<file path="src/rtl/cache_pkg.sv">
// Shared types and width helpers for the N-way set-associative cache.
package cache_pkg;

  typedef enum logic [1:0] {
    StIdle,
    StMemRd,
    StMemWr,
    StResp
  } state_e;

  // Set index width.
  function automatic int unsigned idx_w(input int unsigned sets);
    return $clog2(sets);
  endfunction

  // Tag width: address bits left over after the set index.
  function automatic int unsigned tag_w(input int unsigned addr_w, input int unsigned sets);
    return addr_w - $clog2(sets);
  endfunction

  // Width of one LRU age field, also the width of a way number.
  function automatic int unsigned age_w(input int unsigned ways);
    return $clog2(ways);
  endfunction

endpackage

</file>
<file path="src/rtl/cache_lru.sv">
// Combinational true-LRU update and victim selection for one set.
// Ages are packed per way, way w at [w*AGE_W +: AGE_W]; 0 = most recently used.
module cache_lru #(
  parameter int unsigned WAYS  = 2,
  parameter int unsigned AGE_W = 1
) (
  input  logic [WAYS*AGE_W-1:0] ages_i,
  input  logic [WAYS-1:0]       valid_i,
  input  logic [AGE_W-1:0]      touch_i,
  output logic [WAYS*AGE_W-1:0] ages_o,
  output logic [AGE_W-1:0]      victim_o
);

  logic [AGE_W-1:0] touched_age;

  // Touch: ways younger than the touched one age by one, touched way becomes youngest.
  always_comb begin
    touched_age = ages_i[int'(touch_i)*AGE_W +: AGE_W];
    ages_o      = ages_i;
    for (int w = 0; w < WAYS; w++) begin
      if (AGE_W'(w) == touch_i) begin
        ages_o[w*AGE_W +: AGE_W] = '0;
      end else if (ages_i[w*AGE_W +: AGE_W] < touched_age) begin
        ages_o[w*AGE_W +: AGE_W] = ages_i[w*AGE_W +: AGE_W] + AGE_W'(1);
      end
    end
  end

  // Victim: lowest-index invalid way, else the oldest way.
  always_comb begin
    logic found_inv;
    found_inv = 1'b0;
    victim_o  = '0;
    for (int w = 0; w < WAYS; w++) begin
      if (ages_i[w*AGE_W +: AGE_W] == AGE_W'(WAYS - 1)) begin
        victim_o = AGE_W'(w);
      end
    end
    for (int w = 0; w < WAYS; w++) begin
      if (!valid_i[w] && !found_inv) begin
        victim_o  = AGE_W'(w);
        found_inv = 1'b1;
      end
    end
  end

endmodule

</file>
<file path="src/rtl/cache_nway.sv">
// N-way set-associative write-through cache, true LRU, one word per line,
// ready/ack handshake towards backing memory. Read misses fetch and fill;
// writes allocate without fetching and always go through to memory.
module cache_nway
  import cache_pkg::*;
#(
  parameter int unsigned WAYS   = 2,
  parameter int unsigned SETS   = 16,
  parameter int unsigned DATA_W = 32,
  parameter int unsigned ADDR_W = 32
) (
  input  logic              clk,
  input  logic              rst,
  input  logic              req_valid,
  input  logic              req_wr,
  input  logic [ADDR_W-1:0] addr,
  input  logic [DATA_W-1:0] data,
  output logic              ready,
  output logic [DATA_W-1:0] q,
  output logic              q_valid,
  output logic              hit,
  output logic              mem_req,
  output logic              mem_wr,
  output logic [ADDR_W-1:0] mem_addr,
  output logic [DATA_W-1:0] mem_wdata,
  input  logic              mem_ack,
  input  logic [DATA_W-1:0] mem_rdata
);

  localparam int unsigned IDX_W = idx_w(SETS);
  localparam int unsigned TAG_W = tag_w(ADDR_W, SETS);
  localparam int unsigned AGE_W = age_w(WAYS);

  state_e state_q, state_d;

  logic [DATA_W-1:0]     data_q  [SETS][WAYS];
  logic [DATA_W-1:0]     data_d  [SETS][WAYS];
  logic [TAG_W-1:0]      tag_q   [SETS][WAYS];
  logic [TAG_W-1:0]      tag_d   [SETS][WAYS];
  logic [WAYS-1:0]       valid_q [SETS];
  logic [WAYS-1:0]       valid_d [SETS];
  logic [WAYS*AGE_W-1:0] age_q   [SETS];
  logic [WAYS*AGE_W-1:0] age_d   [SETS];
  logic [WAYS*AGE_W-1:0] age_init;

  logic [ADDR_W-1:0] req_addr_q, req_addr_d;
  logic [DATA_W-1:0] req_data_q, req_data_d;
  logic              req_hit_q, req_hit_d;

  logic [DATA_W-1:0] q_q, q_d;
  logic              q_valid_q, q_valid_d;
  logic              hit_q, hit_d;
  logic              mem_req_q, mem_req_d;
  logic              mem_wr_q, mem_wr_d;
  logic [ADDR_W-1:0] mem_addr_q, mem_addr_d;
  logic [DATA_W-1:0] mem_wdata_q, mem_wdata_d;

  logic [IDX_W-1:0]      lk_idx, req_idx, set_idx;
  logic [TAG_W-1:0]      lk_tag, req_tag;
  logic                  lk_hit;
  logic [AGE_W-1:0]      lk_way, victim_way, touch_way;
  logic [WAYS*AGE_W-1:0] lru_ages;

  assign lk_idx  = addr[IDX_W-1:0];
  assign lk_tag  = addr[ADDR_W-1:IDX_W];
  assign req_idx = req_addr_q[IDX_W-1:0];
  assign req_tag = req_addr_q[ADDR_W-1:IDX_W];

  // Reset ages: each way's age equals its index.
  always_comb begin
    for (int w = 0; w < WAYS; w++) begin
      age_init[w*AGE_W +: AGE_W] = AGE_W'(w);
    end
  end

  // Tag compare across all ways of the set addressed by the incoming request.
  always_comb begin
    lk_hit = 1'b0;
    lk_way = '0;
    for (int w = 0; w < WAYS; w++) begin
      if (valid_q[lk_idx][w] && (tag_q[lk_idx][w] == lk_tag)) begin
        lk_hit = 1'b1;
        lk_way = AGE_W'(w);
      end
    end
  end

  // The LRU unit looks at the incoming set while idle and at the latched set during a fill.
  always_comb begin
    set_idx   = (state_q == StIdle) ? lk_idx : req_idx;
    touch_way = (state_q == StIdle && lk_hit) ? lk_way : victim_way;
  end

  cache_lru #(
    .WAYS  (WAYS),
    .AGE_W (AGE_W)
  ) u_lru (
    .ages_i   (age_q[set_idx]),
    .valid_i  (valid_q[set_idx]),
    .touch_i  (touch_way),
    .ages_o   (lru_ages),
    .victim_o (victim_way)
  );

  // Next-state, storage updates and registered outputs.
  always_comb begin
    state_d     = state_q;
    data_d      = data_q;
    tag_d       = tag_q;
    valid_d     = valid_q;
    age_d       = age_q;
    req_addr_d  = req_addr_q;
    req_data_d  = req_data_q;
    req_hit_d   = req_hit_q;
    q_d         = q_q;
    q_valid_d   = 1'b0;
    hit_d       = hit_q;
    mem_req_d   = mem_req_q;
    mem_wr_d    = mem_wr_q;
    mem_addr_d  = mem_addr_q;
    mem_wdata_d = mem_wdata_q;

    unique case (state_q)
      StIdle: begin
        if (req_valid) begin
          req_addr_d = addr;
          req_data_d = data;
          req_hit_d  = lk_hit;
          if (req_wr) begin
            // Write-allocate: hit way on hit, victim on miss, no fetch.
            data_d[lk_idx][touch_way]  = data;
            tag_d[lk_idx][touch_way]   = lk_tag;
            valid_d[lk_idx][touch_way] = 1'b1;
            age_d[lk_idx]              = lru_ages;
            mem_req_d                  = 1'b1;
            mem_wr_d                   = 1'b1;
            mem_addr_d                 = addr;
            mem_wdata_d                = data;
            state_d                    = StMemWr;
          end else if (lk_hit) begin
            age_d[lk_idx] = lru_ages;
            q_d           = data_q[lk_idx][lk_way];
            hit_d         = 1'b1;
            q_valid_d     = 1'b1;
            state_d       = StResp;
          end else begin
            mem_req_d  = 1'b1;
            mem_wr_d   = 1'b0;
            mem_addr_d = addr;
            state_d    = StMemRd;
          end
        end
      end
      StMemRd: begin
        if (mem_ack) begin
          data_d[req_idx][victim_way]  = mem_rdata;
          tag_d[req_idx][victim_way]   = req_tag;
          valid_d[req_idx][victim_way] = 1'b1;
          age_d[req_idx]               = lru_ages;
          mem_req_d                    = 1'b0;
          q_d                          = mem_rdata;
          hit_d                        = 1'b0;
          q_valid_d                    = 1'b1;
          state_d                      = StResp;
        end
      end
      StMemWr: begin
        if (mem_ack) begin
          mem_req_d = 1'b0;
          mem_wr_d  = 1'b0;
          q_d       = req_data_q;
          hit_d     = req_hit_q;
          q_valid_d = 1'b1;
          state_d   = StResp;
        end
      end
      StResp: begin
        hit_d   = 1'b0;
        state_d = StIdle;
      end
      default: state_d = StIdle;
    endcase
  end

  // State and storage registers; reset overrides everything, including a same-cycle mem_ack.
  always_ff @(posedge clk) begin
    if (rst) begin
      state_q     <= StIdle;
      valid_q     <= '{default: '0};
      for (int s = 0; s < SETS; s++) begin
        age_q[s] <= age_init;
      end
      req_addr_q  <= '0;
      req_data_q  <= '0;
      req_hit_q   <= 1'b0;
      q_q         <= '0;
      q_valid_q   <= 1'b0;
      hit_q       <= 1'b0;
      mem_req_q   <= 1'b0;
      mem_wr_q    <= 1'b0;
      mem_addr_q  <= '0;
      mem_wdata_q <= '0;
    end else begin
      state_q     <= state_d;
      data_q      <= data_d;
      tag_q       <= tag_d;
      valid_q     <= valid_d;
      age_q       <= age_d;
      req_addr_q  <= req_addr_d;
      req_data_q  <= req_data_d;
      req_hit_q   <= req_hit_d;
      q_q         <= q_d;
      q_valid_q   <= q_valid_d;
      hit_q       <= hit_d;
      mem_req_q   <= mem_req_d;
      mem_wr_q    <= mem_wr_d;
      mem_addr_q  <= mem_addr_d;
      mem_wdata_q <= mem_wdata_d;
    end
  end

  assign ready     = (state_q == StIdle);
  assign q         = q_q;
  assign q_valid   = q_valid_q;
  assign hit       = hit_q;
  assign mem_req   = mem_req_q;
  assign mem_wr    = mem_wr_q;
  assign mem_addr  = mem_addr_q;
  assign mem_wdata = mem_wdata_q;

endmodule

</file>
<file path="config.mk">
export PLATFORM = sky130hd
export DESIGN_NAME = cache_nway
export DESIGN_NICKNAME = d
export VERILOG_FILES = /design/src/rtl/cache_pkg.sv /design/src/rtl/cache_lru.sv /design/src/rtl/cache_nway.sv
export SDC_FILE = /design/constraint.sdc
export NUM_CORES = 2
export LEC_CHECK = 0
export CORE_ASPECT_RATIO = 0.5
export CORE_MARGIN = 4
export CORE_UTILIZATION = 42
export DETAILED_ROUTE_END_ITERATION = 16
export SLEW_MARGIN = 20
export SYNTH_ARGS = -nofsm -noshare
export SYNTH_HDL_FRONTEND = slang
export SYNTH_SLANG_ARGS = --single-unit
</file>
<file path="constraint.sdc">
create_clock -name clk -period 11.72 [get_ports clk]
set_input_delay 1.172 -clock clk [delete_from_list [all_inputs] [get_ports clk]]
set_output_delay 1.172 -clock clk [all_outputs]
set_load 0.01 [all_outputs]
</file>
==> impl_metrics.json <==
{
  "outcome": "finished clean",
  "cts_resized": 0,
  "syn_area_um2": 107000,
  "cp-end-kind": "register",
  "crit_arrival_ps": 8490,
  "dpl.hpwl_mm": 249,
  "grt_pass1_wl_mm": 608,
  "path_clk_slew_ps": 70,
  "clk-insertion-delay-late_ps": 910,
  "die_y_um": 364,
  "die_w_um": 721,
  "ioPinCount": 202,
  "criticalPathCategory": "input port to register",
  "grt_remaining_overflow": 0,
  "rsz0062_at_grt": "no",
  "finalSetupViolCount": 0,
  "slew-limit-headroom_pct": 8.97,
  "synth_cells": 7493,
  "hold_viol": 0,
  "synth_edf_count": 1920,
  "port_buffers": 201,
  "grt_usage_pct": 32.8,
  "min_from": "mem_wdata[3]",
  "start_util_pct": 42.3,
  "drt_wl_total_mm": 444,
  "hold_path_class": "register to register",
  "dieArea_um2": 263000,
  "synth_seq_area_share_pct": 58.4,
  "grt_pass1_vias": 74382,
  "final_net_count": 7236,
  "vdd_drop_max_mv": 0.126,
  "synth_fp_nets": 7598,
  "hold_buffers": 0,
  "yosysWarnings": 0,
  "ys_ff_latch": 2151,
  "power.leakage_nw": 41.0,
  "cts_setup_buffers": 0,
  "cts_num_sinks": 2151,
  "skew_ps": 71.9,
  "cts_tree": "yes",
  "drv_slew": 0,
  "crit_fanout": 67,
  "htree_levels": 4,
  "netlist-cell-type-count": 83,
  "avgSynthCellArea_um2": 14.2,
  "startpoint": "addr[1]",
  "powerDensity_nw_per_um2": 163,
  "first_iter_violations": 13715,
  "clock_path_buffers": 4,
  "layout-drive-gt1-share_pct": 19.2,
  "cap_violations": 0,
  "num_vias": 78306,
  "route.detailed.drc": 0,
  "worst_pin_slew_ps": 1350,
  "grt_start_max_net_pins": 90,
  "viasPerCell": 7.34,
  "cp-start-kind": "input port",
  "antenna_found_initial": 15,
  "core-area_um2": 252000,
  "wire_per_inst_um": 41.6,
  "worst_ep_required_time_ps": 12220,
  "firstDrtPassIters": 8,
  "timing.rr.start": "state_q[0]",
  "cts-root-buf": "clkbuf_16",
  "numCtsBuffers": 208,
  "ant_nets": 0,
  "period_minus_slack_ps": 7990,
  "async_reset_ff_share_pct": 0,
  "synth_ff_type": "edfxtp_1",
  "max_clock_freq_ghz": 0.125,
  "rows": 130,
  "place_congestion": 0.988,
  "fin_util_pct": 47.0,
  "min_period_over_period_pct": 68.2,
  "final.setup.tns_ps": 0,
  "areaGrowthSynthToFinish_pct": 11.1
}
==> cell usage after synthesis, drive strengths merged, types with 10 or more instances <==
library cell  count  area [um^2]
a21oi           137          693
a221o            10          100
dfxtp           231         4620
mux2i           250         2510
o31ai            16          120
o221ai           15          131
nand2b           11         68.8
a22oi            52          390
clkbuf          756         2840
o22ai            22          138
o41ai            17          149
o211ai           23          173
o21ai           154          771
o2bb2ai          80          701
and2             10         62.6
mux2             74          833
nor3             63          475
buf             380         2140
nor2            115          444
xor2             20          175
xnor2            36          315
a32o            176         1760
inv              52          195
nand2           481         1810
a31oi            52          347
nor2b            68          425
nand3            39          195
a22o           1614        14100
edfxtp         1920        57700
mux4            503        11300
==> placed cells by master (no fill, tap or decap), types with 40 or more instances in the layout <==
master | Yosys | layout
o2bb2ai_1 | 80 | 80
clkdlybuf4s50_1 | 0 | 189
mux2_2 | 65 | 65
nor2b_1 | 68 | 54
mux4_2 | 503 | 503
a32o_1 | 176 | 176
edfxtp_1 | 1920 | 1920
o21ai_0 | 153 | 143
buf_4 | 30 | 333
clkinv_1 | 7 | 40
a22o_1 | 1614 | 1614
nor2_4 | 1 | 46
clkbuf_1 | 756 | 45
dfxtp_1 | 231 | 223
nand2_1 | 480 | 476
a22oi_1 | 52 | 52
clkbuf_16 | 0 | 212
a21oi_1 | 135 | 134
inv_1 | 47 | 47
a31oi_1 | 50 | 50
mux2i_1 | 249 | 248
nor2_1 | 112 | 68
==> kinds of logic after synthesis <==
kind of cell	count (synthesis)	share of synthesized area, %
AOI/OAI and AO/OA	2427	18.9
xor gates and xnor gates	56	0.460
adders and majority gates	4	0.0469
buffers and inverters	1195	4.87
DFF	2151	58.4
muxes	827	13.8
and+or+nand+nor	833	3.56
==> worst max-delay path, stage by stage <==
cell and delay [ps]:
buf_8 520, buf_4 830, mux4_2 590, mux2i_1 220, xor2_1 630, nand3_1 150, o31a_1 270, a211oi_2 280
nand4_2 470, o21bai_4 330, buf_4 730, buf_4 430, a31oi_1 180, nor2_4 130, buf_4 560, buf_4 700
==> path summary, 6_finish.rpt <==
| check | cells after the start | to | slack, ps |
|---|---|---|---|
| setup / recovery | 16 | data_q[846] | 3730 |
| hold / removal | 2 | mem_wdata[3] | 450 |
| hold reg to reg | 2 | mem_wdata[3] | 450 |
| setup reg to reg | 17 | data_q[846] | 4290 |
==> sequential cells by signal, summed over array words and instances (netlist names) <==
name and count:
data_q 1024, tag_q 896, age_q 32, mem_addr 32, mem_wdata 32, q 32
req_addr_q 32, req_data_q 32, valid_q 32, state_q 2, hit 1, mem_req 1
mem_wr 1, q_valid 1, req_hit_q 1
==> per-stage QoR <==
step | hold slack [ps] | power (mW) | worst slack (ps) | cell area, um^2 | cells
after CTS | 454 | 19.1 | 3950 | 118000 | 10659
final | 453 | 19.2 | 3730 | 118000 | 10672
after global placement | 441 | 12.4 | 3150 | 112000 | 10282
after global routing | 468 | 19.7 | 3800 | 118000 | 10662
after detailed placement | 445 | 12.4 | 3070 | 112000 | 10285
after floorplan | 432 | 10.8 | 2930 | 107000 | 7493
==> final cells by class <==
class	count	area, um^2
diodes	11	27.5
clock buffers	282	5820
clock inverters	92	786
fillers	21737	133000
inverters	59	231
multi-input cells	4147	40000
flip-flops and latches	2151	62300
well taps	3366	4210
repair buffers	564	5070
==> per-layer routing <==
layer	wire length [um]	global-route usage, %	vias up
met3	66800	10.9	1326
met5	49	0	-
met1	164000	44.1	40339
li1	-	-	29674
met4	27800	17.7	6
met2	185000	47.1	6961
==> where the power goes <==
group | internal (mW) | switching, mW | total [mW] | leakage [nW]
logic | 1.00 | 2.72 | 3.72 | 16.0
clock network | 3.74 | 3.12 | 6.85 | 3.25
registers | 8.51 | 0.159 | 8.67 | 21.8
total | 13.2 | 6.00 | 19.2 | 41.0
Note: power is estimated with default switching activity, not from simulation.
